`src/rtl/vdp_super_res_writer.sv`:
```
// vdp_super_res_writer: CPU byte-pixel writer feeding 32-bit VRAM word writes via a FIFO.
// Optional SUPER_RES_WRITE_COALESCE_EN merges same-word pixel writes into the FIFO tail.
module vdp_super_res_writer #(
    parameter int FIFO_DEPTH = 4
) (
    input  logic        clk,
    input  logic        reset_n,
    input  logic        vdp_super,
    input  logic        super_res_drawing,
    input  logic        cpu_addr_we,
    input  logic [1:0]  cpu_addr_sel,
    input  logic [7:0]  cpu_data,
    input  logic        cpu_data_we,
    output logic        cpu_busy,
    output logic        overflow,
    output logic [18:0] write_ptr,
    output logic        vram_req,
    output logic [16:0] vram_addr,
    output logic [31:0] vram_wdata,
    output logic [3:0]  vram_be,
    input  logic        vram_ack
);
    localparam int AW = $clog2(FIFO_DEPTH);
    localparam logic [AW:0] FULL_CNT = (AW+1)'(FIFO_DEPTH);
    localparam logic [AW:0] ONE_CNT  = (AW+1)'(1);

    typedef enum logic {
        S_IDLE = 1'b0,
        S_REQ  = 1'b1
    } state_t;

    state_t state_q, state_d;

    logic [16:0]   fa_q [FIFO_DEPTH];
    logic [16:0]   fa_d [FIFO_DEPTH];
    logic [31:0]   fd_q [FIFO_DEPTH];
    logic [31:0]   fd_d [FIFO_DEPTH];
    logic [3:0]    fb_q [FIFO_DEPTH];
    logic [3:0]    fb_d [FIFO_DEPTH];
    logic [AW-1:0] rd_q, rd_d;
    logic [AW-1:0] wr_q, wr_d;
    logic [AW:0]   cnt_q, cnt_d;
    logic [18:0]   ptr_q, ptr_d;
    logic          ovf_q, ovf_d;
    logic [16:0]   oaddr_q, oaddr_d;
    logic [31:0]   odata_q, odata_d;
    logic [3:0]    obe_q, obe_d;

    logic          full, empty, launch, pop;
    logic          merge, push, accept;
    logic [AW-1:0] tail_idx;
    logic [1:0]    lane;
    logic [16:0]   word;
    logic [3:0]    pix_be;
    logic [31:0]   pix_data, lane_mask;

    assign full      = (cnt_q == FULL_CNT);
    assign empty     = (cnt_q == '0);
    assign lane      = ptr_q[1:0];
    assign word      = ptr_q[18:2];
    assign pix_be    = 4'b0001 << lane;
    assign pix_data  = {24'd0, cpu_data} << {lane, 3'b000};
    assign lane_mask = {{8{pix_be[3]}}, {8{pix_be[2]}},
                        {8{pix_be[1]}}, {8{pix_be[0]}}};
    assign tail_idx  = wr_q - AW'(1);
    assign launch    = (state_q == S_IDLE) && !empty && !super_res_drawing;
    assign pop       = (state_q == S_REQ) && vram_ack;

`ifdef SUPER_RES_WRITE_COALESCE_EN
    // The entry on (or being put on) the bus is frozen: merging would lose bytes at pop.
    assign merge = cpu_data_we && !empty && (fa_q[tail_idx] == word)
                   && !(((state_q == S_REQ) || launch) && (cnt_q == ONE_CNT));
`else
    assign merge = 1'b0;
`endif
    assign push   = cpu_data_we && !merge && !full;
    assign accept = merge || push;

    always_ff @(posedge clk or negedge reset_n) begin
        if (!reset_n) begin
            state_q <= S_IDLE;
            for (int i = 0; i < FIFO_DEPTH; i++) begin
                fa_q[i] <= '0;
                fd_q[i] <= '0;
                fb_q[i] <= '0;
            end
            rd_q    <= '0;
            wr_q    <= '0;
            cnt_q   <= '0;
            ptr_q   <= '0;
            ovf_q   <= 1'b0;
            oaddr_q <= '0;
            odata_q <= '0;
            obe_q   <= '0;
        end else begin
            state_q <= state_d;
            fa_q    <= fa_d;
            fd_q    <= fd_d;
            fb_q    <= fb_d;
            rd_q    <= rd_d;
            wr_q    <= wr_d;
            cnt_q   <= cnt_d;
            ptr_q   <= ptr_d;
            ovf_q   <= ovf_d;
            oaddr_q <= oaddr_d;
            odata_q <= odata_d;
            obe_q   <= obe_d;
        end
    end

    always_comb begin
        state_d = state_q;
        unique case (state_q)
            S_IDLE: if (launch) state_d = S_REQ;
            S_REQ:  if (vram_ack) state_d = S_IDLE;
        endcase
        if (!vdp_super) state_d = S_IDLE;
    end

    always_comb begin
        fa_d  = fa_q;
        fd_d  = fd_q;
        fb_d  = fb_q;
        rd_d  = rd_q;
        wr_d  = wr_q;
        if (merge) begin
            fd_d[tail_idx] = (fd_q[tail_idx] & ~lane_mask) | pix_data;
            fb_d[tail_idx] = fb_q[tail_idx] | pix_be;
        end
        if (push) begin
            fa_d[wr_q] = word;
            fd_d[wr_q] = pix_data;
            fb_d[wr_q] = pix_be;
            wr_d       = wr_q + AW'(1);
        end
        if (pop) rd_d = rd_q + AW'(1);
        cnt_d = cnt_q + {{AW{1'b0}}, push} - {{AW{1'b0}}, pop};
        if (!vdp_super) begin
            for (int i = 0; i < FIFO_DEPTH; i++) begin
                fa_d[i] = '0;
                fd_d[i] = '0;
                fb_d[i] = '0;
            end
            rd_d  = '0;
            wr_d  = '0;
            cnt_d = '0;
        end
    end

    // Pointer loads are applied after the increment so the loaded field wins.
    always_comb begin
        ptr_d = ptr_q;
        ovf_d = ovf_q;
        if (accept) ptr_d = ptr_q + 19'd1;
        if (cpu_data_we && !accept) ovf_d = 1'b1;
        if (cpu_addr_we) begin
            unique case (cpu_addr_sel)
                2'd0: begin
                    ptr_d[7:0] = cpu_data;
                    ovf_d      = 1'b0;
                end
                2'd1: begin
                    ptr_d[15:8] = cpu_data;
                    ovf_d       = 1'b0;
                end
                2'd2: begin
                    ptr_d[18:16] = cpu_data[2:0];
                    ovf_d        = 1'b0;
                end
                2'd3: ;
            endcase
        end
        if (!vdp_super) begin
            ptr_d = '0;
            ovf_d = 1'b0;
        end
    end

    always_comb begin
        oaddr_d = oaddr_q;
        odata_d = odata_q;
        obe_d   = obe_q;
        if (launch) begin
            oaddr_d = fa_q[rd_q];
            odata_d = fd_q[rd_q];
            obe_d   = fb_q[rd_q];
        end
        if (!vdp_super) begin
            oaddr_d = '0;
            odata_d = '0;
            obe_d   = '0;
        end
    end

    always_comb begin
        vram_req   = (state_q == S_REQ);
        vram_addr  = oaddr_q;
        vram_wdata = odata_q;
        vram_be    = obe_q;
        cpu_busy   = full;
        overflow   = ovf_q;
        write_ptr  = ptr_q;
    end

endmodule

```
`config.mk`:
```
export PLATFORM = sky130hd
export DESIGN_NAME = vdp_super_res_writer
export DESIGN_NICKNAME = d
export VERILOG_FILES = /design/src/rtl/vdp_super_res_writer.sv
export SDC_FILE = /design/constraint.sdc
export NUM_CORES = 1
export LEC_CHECK = 0
export CAP_MARGIN = 15
export CORE_MARGIN = 2
export CORE_UTILIZATION = 59
export CTS_CLUSTER_SIZE = 12
export DETAILED_ROUTE_END_ITERATION = 10
export PLACE_DENSITY_LB_ADDON = 0.2
export SLEW_MARGIN = 25
export SYNTH_ARGS = -nofsm -noshare
export SYNTH_HDL_FRONTEND = slang
export SYNTH_SLANG_ARGS = --single-unit
```
`constraint.sdc`:
```
create_clock -name clk -period 2.6 [get_ports clk]
set_input_delay 0.52 -clock clk [delete_from_list [all_inputs] [get_ports clk]]
set_output_delay 0.52 -clock clk [all_outputs]
set_load 0.05 [all_outputs]
```
==> flow_summary.yaml, run 1 <==
pwr:
  power_density_mw_per_mm2: 713
  ir_worst_vdd_mv: 0.506
  power.leakage_nw: 6.51
  p_total_mw: 10.9
worst_setup_path:
  r2r_start: "cnt_q[2]"
  path_class: "reg2out"
  critPathLaunch: "write_ptr[8]"
  critPathArrivalTime_ps: 2030
  start_kind: "register"
  r2r_slack_ps: 310
  crit_family: "buffers and inverters"
  slowest_stage: "clkdlybuf4s50_1"
  max_stage_delay_ps: 890
  critical_path_buf_inv_count: 1
  path_max_fanout: 10
  path_cells: "clkdlybuf4s50_1"
  worstPathRequired_ps: 2080
  endpoint_kind: "output port"
layout:
  syn2layout_area_growth_pct: 19.2
  n_antenna_cell: 0
  multi_input_comb_area_mm2: 0.00497
  seq_area_mm2: 0.00734
  fin_nets: 1111
  drive_gt1_share_pct: 16.3
  instances_no_fill: 1373
  fill_cells: 1416
logic_synthesis:
  synth_edf_count: 0
  synth_cells: 1013
  synth_ff_type: "dfrtp_1"
  syn_nets: 1041
  synth_area_leaders: "dfrtp_1, a32o_1, mux4_2"
  yosysMostFrequentCell: "dfrtp_1"
  synth_top_area_cell: "dfrtp_1"
  synth_warnings: 0
  yosysSeqAreaShare_pct: 57.4
  synthTopCellsByCount: "dfrtp_1, nand2_1, a32o_1"
  synth_top_cell_area_share_pct: 57.4
  ys_ff_latch: 293
  syn_area_per_cell_um2: 12.6
  syn_area_mm2: 0.0128
  synth.distinct_cells: 41
  async_flop_share_pct: 100
die:
  num_rows: 53
  die_height_um: 151
  coreArea_mm2: 0.0212
  die_x_um: 151
  start_util_pct: 60.4
  dieArea_mm2: 0.0229
  design.portCount: 92
detailed_routing:
  via_per_inst: 6.78
  drt_iter0_markers: 844
  met1_length_um: 13600
  ant_nets: 0
  drt-pass1-iter-count: 5
  routed_wl_um: 32600
  wire_per_inst_um: 23.8
  drc: 0
  dr_total_vias: 9315
  routed.top_layer: "met4"
  wl_met3_um: 2320
  dr_wl_met2_um: 15900
placed_design:
  io_buffers: 91
  gp_congestion: 0.864
  dp_hpwl_um: 19600
  place_ws_ps: -24.0
  dp_cells: 1325
global_route:
  grt_max_degree: 75
  antenna_found_initial: 0
  track_usage_pct: 30.1
  grt_pass1_vias: 9612
  grt_pass1_wl_um: 53100
  grt.overflow.total: 0
sta:
  tightest_slew_ps: 1050
  timing.final.crit_share_pct: 98.1
  tns_ps: 0
  fin_ws_ps: 49.6
  drv_slew: 0
  rsz0062_at_grt: "no"
  hold_ws_ps: 487
  relSlewSlack_pct: 30.0
  finClkSkew_ps: 18.7
  hold_viol: 0
  period_minus_slack_ps: 2550
  max_freq_ghz: 0.392
  setup_viol: 0
clocking:
  worstSkewPairLatency_ps: 560
  path_clk_slew_ps: 60
  htreeDepth: 1
  cts_tree: "built"
  cts_made_buffers: 30
  cts_max_path_buffers: 3
  cts_sinks: 293
  root_buffer: "clkbuf_16"
  post_cts_buffers: 0
status:
  status: "finished clean"
min_path:
  hp-class: "reg2reg"
  hp-start: "fd_q[13]"
flow_run:
  maxCapViolCount: 0
-- timing repair --
| action | CTS | global route |
|---|---|---|
| setup endpoints to repair | 0 | 1 |
| resized for setup | 0 | 1 |
| hold endpoints to repair | 67 | 0 |
| hold buffers | 1 | 0 |
-- registers in the layout, summed over array words and instances (netlist names) --
name / count
cnt_q: 3
fd_q: 128
vram_be: 4
overflow: 1
vram_addr: 17
fb_q: 16
vram_wdata: 32
write_ptr: 19
fa_q: 68
wr_q: 2
vram_req: 1
rd_q: 2
-- cells in the final DEF (no fill, tap or decap), types with 9 or more instances in the layout --
| cell | netlist | routed |
|---|---|---|
| inv_1 | 10 | 10 |
| a31oi_1 | 11 | 11 |
| nand2_1 | 121 | 121 |
| a32o_1 | 120 | 120 |
| nand3_1 | 11 | 11 |
| o21ai_0 | 22 | 22 |
| a21oi_1 | 65 | 63 |
| clkbuf_16 | 0 | 31 |
| clkdlybuf4s50_1 | 0 | 88 |
| buf_4 | 0 | 55 |
| a22o_1 | 80 | 80 |
| clkbuf_8 | 0 | 9 |
| buf_12 | 0 | 14 |
| dfrtp_1 | 293 | 291 |
| nor2_1 | 11 | 11 |
| mux4_2 | 53 | 53 |
| ha_1 | 10 | 10 |
-- path summary, 6_finish.rpt --
path,endpoint,cells after the start
max in group asynchronous,vram_wdata[27],3
setup reg to reg,write_ptr[10],7
hold / removal,fd_q[13],1
hold reg to reg,fd_q[13],1
setup / recovery,write_ptr[8],1
min in group asynchronous,vram_addr[13],2
-- per-layer routing --
metal,track usage [%],up-vias
met5,0,-
met4,9.07,0
met3,5.27,70
met2,48.4,370
met1,42.7,4881
li1,-,3994
-- layout make-up --
type | count | share of cell area, %
multi-input cells | 586 | 32.6
inverters | 12 | 0.296
clock inverters | 1 | 0.0575
repair buffers | 160 | 10.6
clock buffers | 46 | 6.05
well taps | 275 | 2.26
flip-flops and latches | 293 | 48.2
-- cell families (layout without fill, tap and decap cells) --
| family | count (synthesis) | in the layout | share of synthesized area (%) |
|---|---|---|---|
| multiplexers | 57 | 57 | 9.65 |
| AND/OR/NAND/NOR | 189 | 189 | 6.78 |
| adder cells (fa/ha/maj) | 11 | 11 | 1.14 |
| XOR/XNOR | 12 | 12 | 0.822 |
| buffers and inverters | 134 | 219 | 4.18 |
| AO/OA/AOI/OAI | 317 | 317 | 20.1 |
| flip-flops | 293 | 293 | 57.4 |
-- per-stage QoR --
| stage | instance area, µm² | utilization [%] |
|---|---|---|
| after floorplan | 12800 | - |
| after global placement | 14300 | 67.6 |
| after detailed placement | 14300 | 67.6 |
| after CTS | 15200 | 72.0 |
| after global routing | 15200 | 72.0 |
| final | 15200 | 72.0 |
-- where the power goes --
group | internal (mW) | leakage [nW] | total [mW] | switching (mW)
Combinational | 0.619 | 1.99 | 1.89 | 1.28
Clock | 2.40 | 0.458 | 4.11 | 1.71
Sequential | 4.71 | 4.07 | 4.86 | 0.147
Note: power is estimated with default switching activity, not from simulation.
==> run 2, diff against run 1 <==
--- a/config.mk
+++ b/config.mk
@@ -11,6 +11,7 @@
 export CTS_CLUSTER_SIZE = 12
 export DETAILED_ROUTE_END_ITERATION = 10
 export PLACE_DENSITY_LB_ADDON = 0.2
+export SETUP_SLACK_MARGIN = 0.05
 export SLEW_MARGIN = 25
 export SYNTH_ARGS = -nofsm -noshare
 export SYNTH_HDL_FRONTEND = slang
==> run 2 against run 1 <==
  * Combinational power barely moved
  * Routed wire length fell by 0.24%
  * Register-to-register slack barely moved
  * Final cell count stayed put
  * Count of clock-buffer cells in the layout is the same
  * Hold slack got worse by 1.2 ps
  * Cell area hardly changed
  * Clock skew is 0.80 ps higher
  * Global-route usage did not move
  * Utilization barely moved
  * Die area stayed put
  * Non-clock buffer count stayed put
==> flow_summary.yaml, run 2 (same netlist as run 1, synthesis figures left out) <==
status:
  status: "finished clean"
worst_setup_path:
  path_class: "reg2out"
  critPathArrivalTime_ps: 2000
  slowest_stage: "clkdlybuf4s50_1"
  path_cells: "clkdlybuf4s50_1"
  crit_family: "buffers and inverters"
  path_max_fanout: 9
  start_kind: "register"
  critical_path_buf_inv_count: 1
  max_stage_delay_ps: 890
  endpoint_kind: "output port"
  worstPathRequired_ps: 2080
die:
  die_x_um: 151
  design.portCount: 92
  dieArea_mm2: 0.0229
  die_height_um: 151
  start_util_pct: 60.4
  num_rows: 53
  coreArea_mm2: 0.0212
layout:
  largest_reg_flops: 128
  design_area_mm2: 0.0152
  syn2layout_area_growth_pct: 19.3
  drive_gt1_share_pct: 16.4
  final_cell_mix: "dfrtp_1, nand2_1, a32o_1"
  n_antenna_cell: 0
  largest_register: "fd_q"
  layout_commonest_cell: "dfrtp_1"
  fin_nets: 1111
  instances_no_fill: 1373
  fill_cells: 1417
flow_run:
  maxCapViolCount: 0
pwr:
  power_density_mw_per_mm2: 712
  ir_worst_vdd_mv: 0.507
  power.leakage_nw: 6.55
detailed_routing:
  wire_per_inst_um: 23.7
  met1_length_um: 13600
  ant_nets: 0
  drt-pass1-iter-count: 6
  dr_total_vias: 9256
  routed_wl_um: 32600
  drt_iter0_markers: 932
  via_per_inst: 6.74
  wl_met3_um: 2440
  drc: 0
  routed.top_layer: "met4"
  dr_wl_met2_um: 15800
sta:
  max_freq_ghz: 0.397
  timing.final.crit_share_pct: 96.9
  relSlewSlack_pct: 30.4
  rsz0062_at_grt: "no"
  setup_viol: 0
  tns_ps: 0
  hold_ws_ps: 486
  drv_slew: 0
  tightest_slew_ps: 1040
  finClkSkew_ps: 19.5
  hold_viol: 0
  period_minus_slack_ps: 2520
global_route:
  track_usage_pct: 30.1
  grt_pass1_wl_um: 53100
  grt_max_degree: 75
  grt_pass1_vias: 9612
  antenna_found_initial: 0
  grt.overflow.total: 0
placed_design:
  dp_hpwl_um: 19600
  io_buffers: 91
  placed_cell_area_mm2: 0.0143
  gp_congestion: 0.864
  dp_cells: 1325
clocking:
  htreeDepth: 1
  path_clk_slew_ps: 60
  cts_max_path_buffers: 3
  cts_made_buffers: 30
  post_cts_buffers: 0
  worstSkewPairLatency_ps: 560
  cts_tree: "built"
  cts_sinks: 293
  root_buffer: "clkbuf_16"
min_path:
  hp-class: "reg2reg"
## run 2: changes by cell type in the layout (fill, tap and decap cells not counted), sizes merged
cell | before | now
clkdlybuf4s50 | 88 | 85
dlymetal6s2s | 1 | 3
dlygate4sd2 | 0 | 1
## run 2: what timing repair did
item | CTS | global route
hold endpoints to repair | 67 | 0
endpoints found under the setup margin | 1 | 4
resized for setup | 1 | 4
pin swaps | 0 | 0
hold buffers | 1 | 0
## run 2: power breakdown
group,internal (mW),switching (mW),leakage (nW)
clock,2.40,1.70,0.458
sequential,4.71,0.146,4.07
combinational,0.619,1.28,2.02
total,7.73,3.13,6.55
## run 2: final timing paths
path	depth (start not counted)	from	slack (ps)	to
max	1	write_ptr[9]	80	write_ptr[9]
min	1	fd_q[13]	490	fd_q[13]
max reg2reg	7	cnt_q[2]	300	write_ptr[10]
min reg2reg	1	fd_q[13]	490	fd_q[13]
max in group asynchronous	3	reset_n	1300	vram_wdata[27]
min in group asynchronous	2	reset_n	530	vram_addr[13]
## run 2: metrics by stage
step | power (mW) | utilization, % | worst slack (ps)
CTS | 10.9 | 72.0 | 63.3
detailed placement | 6.82 | 67.6 | -24.0
global route | 11.3 | 72.0 | 52.5
global placement | 6.80 | 67.6 | 9.60
floorplan | 6.02 | - | 183
finish | 10.9 | 72.0 | 81.2
## run 2: area by class of cell
cell class,count,area [µm²],share of cell area [%]
repair buffers,160,1620,10.6
flip-flops and latches,293,7340,48.2
clock buffers,46,922,6.05
clock inverters,1,8.76,0.0575
well taps,275,344,2.26
multi-input cells,586,4970,32.6
inverters,12,45.0,0.296
## run 2: layer usage
metal	up-vias	GRT usage, %
met5	-	0
met4	0	9.07
met3	65	5.27
met2	393	48.4
met1	4799	42.7
li1	3999	-
==> run 3, diff against run 2 <==
--- a/config.mk
+++ b/config.mk
@@ -5,12 +5,12 @@
 export SDC_FILE = /design/constraint.sdc
 export NUM_CORES = 1
 export LEC_CHECK = 0
-export CAP_MARGIN = 15
+export CAP_MARGIN = 25
 export CORE_MARGIN = 2
 export CORE_UTILIZATION = 59
 export CTS_CLUSTER_SIZE = 12
 export DETAILED_ROUTE_END_ITERATION = 10
-export PLACE_DENSITY_LB_ADDON = 0.2
+export PLACE_DENSITY = 0.79
 export SETUP_SLACK_MARGIN = 0.05
 export SLEW_MARGIN = 25
 export SYNTH_ARGS = -nofsm -noshare
==> run 3 against run 2 <==
  * Routed wire length decreased by 0.80%
  * Maximum frequency is 0.12% higher
  * Register-to-register slack got worse by 20 ps
  * Cell area is 0.68% lower
  * Worst setup slack improved by 2.9 ps
  * Combinational power about the same
  * Final cell count shrank 0.44%
  * First-iteration DRC count shrank 9.3%
  * Clock skew decreased by 14 ps
  * Clock power fell by 2%
  * Sequential share of layout area increased by 0.33 points
==> flow_summary.yaml, run 3 (same netlist as run 1, synthesis figures left out) <==
detailed_routing:
  dr_total_vias: 9349
  routed_wl_um: 32300
  wire_per_inst_um: 23.6
  ant_nets: 0
  drt-pass1-iter-count: 6
  drc: 0
  via_per_inst: 6.84
  drt_iter0_markers: 845
worst_setup_path:
  worst-path-stages: 1
  endpoint_kind: "output port"
  critical_path_buf_inv_count: 1
  r2r_slack_ps: 280
  r2r_end: "write_ptr[18]"
  slowest_stage: "clkdlybuf4s50_1"
  worstPathRequired_ps: 2080
  critPathLaunch: "write_ptr[2]"
  start_kind: "register"
  path_cells: "clkdlybuf4s50_1"
  crit_family: "buffers and inverters"
  max_stage_delay_ps: 890
  r2r_start: "cnt_q[2]"
  reg2regPathDepth: 6
  critPathArrivalTime_ps: 2000
  path_max_fanout: 10
  path_class: "reg2out"
  crit_path_end: "write_ptr[2]"
status:
  status: "finished clean"
min_path:
  hold_path_depth: 1
  hp-class: "reg2reg"
layout:
  final_cell_mix: "dfrtp_1, nand2_1, a32o_1"
  drive_gt1_share_pct: 15.7
  largest_register: "fd_q"
  instances_no_fill: 1367
  fin_nets: 1102
  layout_commonest_cell: "dfrtp_1"
  syn2layout_area_growth_pct: 18.4
  n_antenna_cell: 0
  fill_cells: 1415
  largest_reg_flops: 128
sta:
  tightest_slew_ps: 1070
  period_minus_slack_ps: 2520
  fin_ws_ps: 84.1
  relSlewSlack_pct: 28.7
  max_freq_ghz: 0.397
  tns_ps: 0
  rsz0062_at_grt: "no"
  setup_viol: 0
  hold_viol: 0
  finClkSkew_ps: 5.89
  timing.final.crit_share_pct: 96.8
  drv_slew: 0
global_route:
  antenna_found_initial: 0
  grt_max_degree: 61
  track_usage_pct: 29.7
  grt_pass1_vias: 9614
  grt_pass1_wl_um: 52500
  grt.overflow.total: 0
flow_run:
  maxCapViolCount: 0
die:
  start_util_pct: 60.4
  die_x_um: 151
  design.portCount: 92
  die_height_um: 151
  num_rows: 53
  dieArea_mm2: 0.0229
  coreArea_mm2: 0.0212
pwr:
  ir_worst_vdd_mv: 0.537
  power_density_mw_per_mm2: 711
  power.leakage_nw: 6.45
placed_design:
  place_ws_ps: -19.4
  gp_congestion: 0.843
  dp_hpwl_um: 19800
  dp_cells: 1316
  io_buffers: 91
clocking:
  cts_sinks: 293
  worstSkewPairLatency_ps: 550
  root_buffer: "clkbuf_16"
  path_clk_slew_ps: 60
  htreeDepth: 1
  cts_max_path_buffers: 3
  cts_made_buffers: 30
  cts_tree: "built"
-- run 3: what timing repair did --
item | 4_1_cts | 5_1_grt
hold endpoints to repair | 53 | 0
setup buffers | 0 | 0
hold buffers | 1 | 0
pin swaps | 0 | 0
cloned | 0 | 0
resized for setup | 1 | 2
setup endpoints to repair | 1 | 2
-- run 3: stage by stage --
| stage | util (%) | instance area (µm²) | total power [mW] | hold WS, ps |
|---|---|---|---|---|
| after floorplan | - | 12800 | 6.02 | 224 |
| after detailed placement | 67.2 | 14200 | 6.80 | 476 |
| after CTS | 71.5 | 15100 | 10.8 | 489 |
| final | 71.6 | 15100 | 10.8 | 486 |
| after global placement | 67.2 | 14200 | 6.76 | 468 |
| after global routing | 71.6 | 15100 | 11.1 | 499 |
-- run 3: metal layers --
metal	track usage, %	vias up	share of wire, %
li1	-	3981	-
met1	40.9	4811	40
met5	0	-	0
met2	48.2	465	49
met4	10.9	0	3.6
met3	5.12	92	8.0
-- run 3: worst min-delay path by stage --
stage,startpoint,endpoint
3_3_place_gp,fd_q[2],fd_q[2]
4_1_cts,fd_q[55],fd_q[55]
2_1_floorplan,reset_n,cnt_q[0]
5_1_grt,fd_q[55],fd_q[55]
6_report,fd_q[55],fd_q[55]
3_5_place_dp,fd_q[55],fd_q[55]
-- run 3: cell type report --
type / instances / area, µm² / share of cell area [%]
inverters: 12 / 45.0 / 0.298
flip-flops and latches: 293 / 7340 / 48.5
clock buffers: 47 / 896 / 5.92
repair buffers: 151 / 1530 / 10.1
well taps: 275 / 344 / 2.27
clock inverters: 3 / 15.0 / 0.0992
multi-input cells: 586 / 4970 / 32.8
-- run 3: report_power, final --
| part | switching (mW) | total, mW | internal, mW | leakage (nW) |
|---|---|---|---|---|
| Combinational | 1.28 | 1.89 | 0.611 | 1.94 |
| Sequential | 0.136 | 4.85 | 4.71 | 4.07 |
| Clock | 1.69 | 4.02 | 2.33 | 0.449 |
| Total | 3.10 | 10.8 | 7.66 | 6.45 |
